File: src/rtl/booth_pkg.sv
// Shared definitions for the radix-4 Booth MAC: digit encoding, partial-product
// count, saturation limits and the sign-extension-prevention constant.
package booth_pkg;

  typedef enum logic [2:0] {
    BD_ZERO = 3'd0,
    BD_P1   = 3'd1,
    BD_P2   = 3'd2,
    BD_M1   = 3'd3,
    BD_M2   = 3'd4
  } booth_digit_e;

  function automatic int pp_count(input int data_w);
    return data_w / 2;
  endfunction

  function automatic booth_digit_e booth_decode(input logic [2:0] win);
    case (win)
      3'b001, 3'b010: return BD_P1;
      3'b011:         return BD_P2;
      3'b100:         return BD_M2;
      3'b101, 3'b110: return BD_M1;
      default:        return BD_ZERO;
    endcase
  endfunction

  function automatic logic [127:0] sat_max(input int acc_w);
    return (128'd1 << (acc_w - 1)) - 128'd1;
  endfunction

  function automatic logic [127:0] sat_min(input int acc_w);
    return ~sat_max(acc_w);
  endfunction

  // Each row carries its sign as an inverted extend bit worth +2^DATA_W;
  // this constant removes that bias from every row (the "leading 1s").
  function automatic logic [127:0] ext_const(input int data_w);
    logic [127:0] c;
    c = '0;
    for (int i = 0; i < data_w / 2; i++) begin
      c = c + (128'd1 << (data_w + 2 * i));
    end
    return ~c + 128'd1;
  endfunction

endpackage

File: src/rtl/booth_radix4_pp_enc.sv
// One radix-4 Booth partial-product encoder: selects 0, +-A or +-2A from a
// 3-bit multiplier window, returning the one's-complemented row plus negate bit.
module booth_radix4_pp_enc
  import booth_pkg::*;
#(
  parameter int DATA_W = 8
) (
  input  logic        [2:0]        i_win,
  input  logic signed [DATA_W-1:0] i_data,
  output logic        [DATA_W:0]   o_pp,
  output logic                     o_ext,
  output logic                     o_neg
);

  booth_digit_e      w_digit;
  logic [DATA_W:0]   w_mag;

  always_comb begin
    w_digit = booth_decode(i_win);
    w_mag   = '0;
    case (w_digit)
      BD_P1, BD_M1: w_mag = {i_data[DATA_W-1], i_data};
      BD_P2, BD_M2: w_mag = {i_data, 1'b0};
      default:      w_mag = '0;
    endcase
  end

  // Negation is ~x here plus o_neg added at the row LSB in the adder tree.
  assign o_neg = (w_digit == BD_M1) || (w_digit == BD_M2);
  assign o_pp  = w_mag ^ {(DATA_W + 1){o_neg}};
  assign o_ext = ~o_pp[DATA_W];

endmodule

File: src/rtl/booth_radix4_mac_pipe.sv
// Three-stage signed Booth radix-4 multiply-accumulate: S1 encode, S2 adder
// tree, S3 accumulate with optional saturation and sticky overflow.
module booth_radix4_mac_pipe
  import booth_pkg::*;
#(
  parameter int DATA_W = 8,
  parameter int ACC_W  = 24,
  parameter bit SAT    = 1'b1
) (
  input  logic                     clk,
  input  logic                     rst_n,
  input  logic                     en_i,
  input  logic                     valid_i,
  input  logic signed [DATA_W-1:0] data_i,
  input  logic signed [DATA_W-1:0] w_i,
  input  logic                     acc_i,
  output logic                     valid_o,
  output logic signed [ACC_W-1:0]  res_o,
  output logic                     ovf_o
);

  localparam int PP_N   = pp_count(DATA_W);
  localparam int PROD_W = 2 * DATA_W;
  localparam int ROWS   = PP_N + 2;
  localparam int LEAVES = 1 << $clog2(ROWS);
  localparam logic [PROD_W-1:0] EXT_CONST = PROD_W'(ext_const(DATA_W));
  localparam logic [ACC_W-1:0]  SAT_MAX   = ACC_W'(sat_max(ACC_W));
  localparam logic [ACC_W-1:0]  SAT_MIN   = ACC_W'(sat_min(ACC_W));

  logic [DATA_W:0] w_win_ext;
  logic [DATA_W:0] w_pp [PP_N];
  logic            w_ext [PP_N];
  logic            w_neg [PP_N];
  logic [PP_N-1:0] w_pp_msb_unused;

  // S1 row = {extend bit, low DATA_W bits of pp}; the pp MSB is folded into ext.
  logic [DATA_W:0] r_row1 [PP_N];
  logic            r_neg1 [PP_N];
  logic            r_v1;
  logic            r_acc1;

  assign w_win_ext = {w_i, 1'b0};

  genvar gi;
  generate
    for (gi = 0; gi < PP_N; gi++) begin : g_enc
      booth_radix4_pp_enc #(.DATA_W(DATA_W)) u_enc (
        .i_win  (w_win_ext[2*gi+2:2*gi]),
        .i_data (data_i),
        .o_pp   (w_pp[gi]),
        .o_ext  (w_ext[gi]),
        .o_neg  (w_neg[gi])
      );

      assign w_pp_msb_unused[gi] = w_pp[gi][DATA_W];

      always_ff @(posedge clk or negedge rst_n) begin
        if (!rst_n) begin
          r_row1[gi] <= '0;
          r_neg1[gi] <= 1'b0;
        end else if (en_i) begin
          r_row1[gi] <= {w_ext[gi], w_pp[gi][DATA_W-1:0]};
          r_neg1[gi] <= w_neg[gi];
        end
      end
    end
  endgenerate

  always_ff @(posedge clk or negedge rst_n) begin
    if (!rst_n) begin
      r_v1   <= 1'b0;
      r_acc1 <= 1'b0;
    end else if (en_i) begin
      r_v1   <= valid_i;
      r_acc1 <= acc_i;
    end
  end

  // Heap-ordered binary adder tree: leaves are the shifted rows, the packed
  // negate bits and the extension constant; node 0 is the product.
  logic [PROD_W-1:0] w_node [2*LEAVES-1];

  always_comb begin
    for (int k = 0; k < 2 * LEAVES - 1; k++) begin
      w_node[k] = '0;
    end
    for (int i = 0; i < PP_N; i++) begin
      w_node[LEAVES-1+i] = PROD_W'(r_row1[i]) << (2 * i);
      w_node[LEAVES-1+PP_N][2*i] = r_neg1[i];
    end
    w_node[LEAVES+PP_N] = EXT_CONST;
    for (int k = LEAVES - 2; k >= 0; k--) begin
      w_node[k] = w_node[2*k+1] + w_node[2*k+2];
    end
  end

  logic [PROD_W-1:0] r_prod2;
  logic              r_v2;
  logic              r_acc2;

  always_ff @(posedge clk or negedge rst_n) begin
    if (!rst_n) begin
      r_prod2 <= '0;
      r_v2    <= 1'b0;
      r_acc2  <= 1'b0;
    end else if (en_i) begin
      r_prod2 <= w_node[0];
      r_v2    <= r_v1;
      r_acc2  <= r_acc1;
    end
  end

  logic signed [ACC_W-1:0] w_prod_ext;
  logic signed [ACC_W:0]   w_sum;
  logic                    w_ovf;
  logic signed [ACC_W-1:0] w_acc_next;
  logic                    w_ovf_next;

  assign w_prod_ext = ACC_W'($signed(r_prod2));
  assign w_sum      = {res_o[ACC_W-1], res_o} + {w_prod_ext[ACC_W-1], w_prod_ext};
  assign w_ovf      = w_sum[ACC_W] ^ w_sum[ACC_W-1];

  always_comb begin
    w_acc_next = w_prod_ext;
    w_ovf_next = 1'b0;
    if (r_acc2) begin
      w_ovf_next = ovf_o | w_ovf;
      if (w_ovf && SAT) begin
        w_acc_next = w_sum[ACC_W] ? SAT_MIN : SAT_MAX;
      end else begin
        w_acc_next = w_sum[ACC_W-1:0];
      end
    end
  end

  always_ff @(posedge clk or negedge rst_n) begin
    if (!rst_n) begin
      valid_o <= 1'b0;
      res_o   <= '0;
      ovf_o   <= 1'b0;
    end else if (en_i) begin
      valid_o <= r_v2;
      if (r_v2) begin
        res_o <= w_acc_next;
        ovf_o <= w_ovf_next;
      end
    end
  end

endmodule

File: config.mk
export PLATFORM = sky130hd
export DESIGN_NAME = booth_radix4_mac_pipe
export DESIGN_NICKNAME = d
export VERILOG_FILES = /design/src/rtl/booth_pkg.sv /design/src/rtl/booth_radix4_pp_enc.sv /design/src/rtl/booth_radix4_mac_pipe.sv
export SDC_FILE = /design/constraint.sdc
export NUM_CORES = 1
export LEC_CHECK = 0
export ABC_AREA = 1
export BUFFER_PORTS_ARGS = -buffer_cell sky130_fd_sc_hd__buf_2
export CAP_MARGIN = 20
export CORE_MARGIN = 4
export CORE_UTILIZATION = 33
export CTS_CLUSTER_DIAMETER = 200
export CTS_CLUSTER_SIZE = 40
export DETAILED_ROUTE_END_ITERATION = 10
export RECOVER_POWER = 100
export SLEW_MARGIN = 20
export SYNTH_ARGS = -nofsm -noshare
export SYNTH_HDL_FRONTEND = slang
export SYNTH_HIERARCHICAL = 1
export SYNTH_SLANG_ARGS = --single-unit
File: constraint.sdc
create_clock -name clk -period 3.6 [get_ports clk]
set_input_delay 0.18 -clock clk [delete_from_list [all_inputs] [get_ports clk]]
set_output_delay 0.18 -clock clk [all_outputs]
set_load 0.02 [all_outputs]
==> impl_metrics.tcl <==
set metrics [dict create \
    final_cell_mix "439 x nand2_1, 123 x inv_1, 89 x nand3_1, 86 x dfrtp_1, 83 x nor2_1" \
    reg2reg_from "r_row1[22]" \
    firstDrtPassIters 5 \
    num_rows 54 \
    hold_start "valid_i" \
    drv_cap 0 \
    drt_wl_total_um 18600 \
    setup_tns_ns 0 \
    worst_slack_ns 0.236 \
    crit_fanout 5 \
    ios 47 \
    cts_buffers 9 \
    cp.required_ns 3.81 \
    coreArea_sq_mm 0.0218 \
    clk_pin_slew_ns 0.07 \
    start_util_pct 33.6 \
    n_fill_cell 2413 \
    irDropWorstVdd_uv 256 \
    ant_nets 0 \
    port_buffers 46 \
    ys_seq_elements 86 \
    finalPower_mw 7.03 \
    p_sw_mw 3.59 \
    tightest_slew_ns 1.41 \
    drt_iter0_drc 278 \
    h-tree-depth 3 \
    dpl_cell_area_sq_mm 0.00785 \
    finalClockSkew_ns 0.00870 \
    grt_setup_unrepaired "false" \
    status "completed" \
    fin_nets 1241 \
    r2r_cells 13 \
    finalSetupViolations 0 \
    relSlewSlack_pct 5.85 \
    grt_pass1_wl_um 31700 \
    period_needed_ns 3.36 \
    synthesis.area_sq_mm 0.00734 \
    hold_depth 3 \
    layout-drive-gt1-share_pct 7.29 \
    whs_endpoint "r_v1" \
    hold_path.class "input pin to flop" \
    internal_power_mw 3.44 \
    clock_path_buffers 2 \
    overflow 0 \
    antenna_found_initial 0 \
    swShare_pct 51.1 \
    die_h_um 157 \
    hpwl_um 14300 \
    mostFrequentLayoutCell "nand2_1" \
    gr-usage-all-layers_pct 15.8 \
    fin_area_sq_mm 0.00814 \
    fmax_ghz 0.297 \
    finalCritPeriodShare_pct 93.4 \
    cellLeakagePower_nw 4.49 \
    worst_setup_path_start_kind "flop" \
    hold_violations 0 \
    areaGrowthSynthToFinish_pct 11.0 \
    insertion_delay_ns 0.35 \
    rrSetupSlack_ns 0.24 \
    endpoint_kind "flop" \
    crit_arrival_ns 3.57 \
    dpl.cell_count 1414 \
    yosysWarnings 6 \
    post-place-ws_ns 0.0722 \
    viasPerCell 4.72 \
    powerDensity_mw_per_mm2 863 \
    clock_sinks 86 \
    slew_viol_final 0 \
    place.gp.congestion 0.894 \
    remaining_drc_errors 0 \
    stdcell_count 1432 \
    p_clk_share_pct 14.1 \
    combPwrFrac_pct 64.3 \
    yosysSeqAreaShare_pct 29.3 \
    grt_pass1_vias 6449 \
    startpoint "r_row1[22]" \
    avgSynthCellArea_sq_um 6.64 \
    regToRegEndpoint "r_prod2[13]" \
    fp.dieArea_sq_mm 0.0247 \
    power_frac_seq_pct 21.6 \
    antenna_cells 0 \
    cts_tree "built" \
    grt_max_degree 83 \
    dieWidth_um 157 \
    path_class "flop to flop" \
    synthCells 1104 \
    clockRootBuffer "clkbuf_16" \
    vias 6763 \
    wl_per_cell_um 13.0 \
    synthDistinctLibCells 34 \
]
==> area by class of cell <==
class | instances | area, sq um | share of cell area, %
multi-input combinational | 867 | 4610 | 56.6
sequential | 86 | 2150 | 26.4
inverter | 132 | 495 | 6.08
tap | 280 | 350 | 4.30
clock buffer | 10 | 239 | 2.93
timing repair buffer | 51 | 230 | 2.83
clock inverter | 6 | 68.8 | 0.845
==> stage by stage <==
stage	hold slack (ns)	util, %
final	0.0427	37.3
after global placement	0.279	36.0
after floorplan	-0.116	-
after global routing	0.0348	37.3
after CTS	0.0361	37.4
after detailed placement	0.288	36.0
==> how the worst max path moves through the flow <==
stage	end	slack [ns]
floorplan	r_prod2[13]	0.34
global placement	r_prod2[13]	0.17
detailed placement	r_prod2[13]	0.07
CTS	r_prod2[13]	0.07
global route	r_prod2[13]	0.01
finish	r_prod2[13]	0.24
==> state kept, by name, indices dropped and copies added (netlist names) <==
signal	count
valid_o	1
r_acc1	1
r_acc2	1
r_v1	1
ovf_o	1
r_prod2	16
res_o	24
r_v2	1
r_neg1	4
r_row1	36
==> cells by family (layout without fill, tap and decap cells) <==
| kind of cell | after synthesis | after routing | synth area share [%] |
|---|---|---|---|
| AO/OA/AOI/OAI | 112 | 112 | 8.51 |
| XOR/XNOR | 23 | 23 | 2.75 |
| adder cells (fa/ha/maj) | 73 | 73 | 14.0 |
| buffers and inverters | 154 | 199 | 8.10 |
| flip-flops | 86 | 86 | 29.3 |
| other | 1 | 4 | 0.0511 |
| AND/OR/NAND/NOR | 655 | 655 | 37.3 |
==> power groups by stage <==
stage / combinational [mW] / sequential, mW / clock [mW]
2_1_floorplan: 3.39 / 1.62 / 0
3_3_place_gp: 4.46 / 1.53 / 0
3_5_place_dp: 4.51 / 1.54 / 0
4_1_cts: 4.54 / 1.52 / 1.02
5_1_grt: 5.23 / 1.57 / 1.06
6_report: 4.52 / 1.52 / 0.989
==> worst max-delay path: stages (launching register included) <==
cell and delay [ns]:
dfrtp_1 0.37, inv_1 0.09, fa_1 0.46, fa_1 0.52
inv_1 0.05, fa_1 0.54, ha_4 0.23, a21oi_1 0.18
nand2_2 0.11, a21oi_2 0.17, o21ai_1 0.12, a21oi_2 0.17
xor2_1 0.15, o21ai_0 0.08
==> metal layers <==
| metal | vias to the layer above | GRT usage [%] | wire length (um) |
|---|---|---|---|
| li1 | 3568 | - | - |
| met1 | 3087 | 21.8 | 9130 |
| met2 | 94 | 26.0 | 8530 |
| met3 | 14 | 2.14 | 648 |
| met4 | 0 | 4.55 | 257 |
| met5 | - | 0 | 0 |
==> synth_stat cells <==
cell type,number,area (sq um)
nand2_4,4,45.0
o21ai_2,4,35.0
nand4_1,12,75.1
conb_1,1,3.75
xor2_1,16,140
a22oi_1,4,30.0
o21bai_1,5,37.5
xnor2_1,7,61.3
nor2_2,3,18.8
nand2_2,16,100
a21oi_2,1,8.76
buf_2,1,5.00
inv_2,8,30.0
nand3_1,88,440
nor2_1,83,312
inv_1,124,465
a21o_1,2,15.0
fa_1,15,300
a21oi_4,1,16.3
clkbuf_1,19,71.3
nand3_2,2,20.0
o22ai_1,1,6.26
and2_1,2,12.5
a21oi_1,45,225
or2_2,3,18.8
nor3_1,2,10.0
a31oi_1,2,12.5
buf_6,2,22.5
o31ai_1,1,7.51
nand2_1,436,1640
o21ai_0,46,230
nor2_4,4,45.0
ha_1,58,726
dfrtp_1,86,2150
==> repair_timing <==
item                       4_1_cts  5_1_grt
hold buffers                     1        0
setup endpoints to repair        0        2
setup buffers                    0        1
resized for setup                0        5
hold endpoints to repair        50        0
Power figures use the tool's default switching activity.
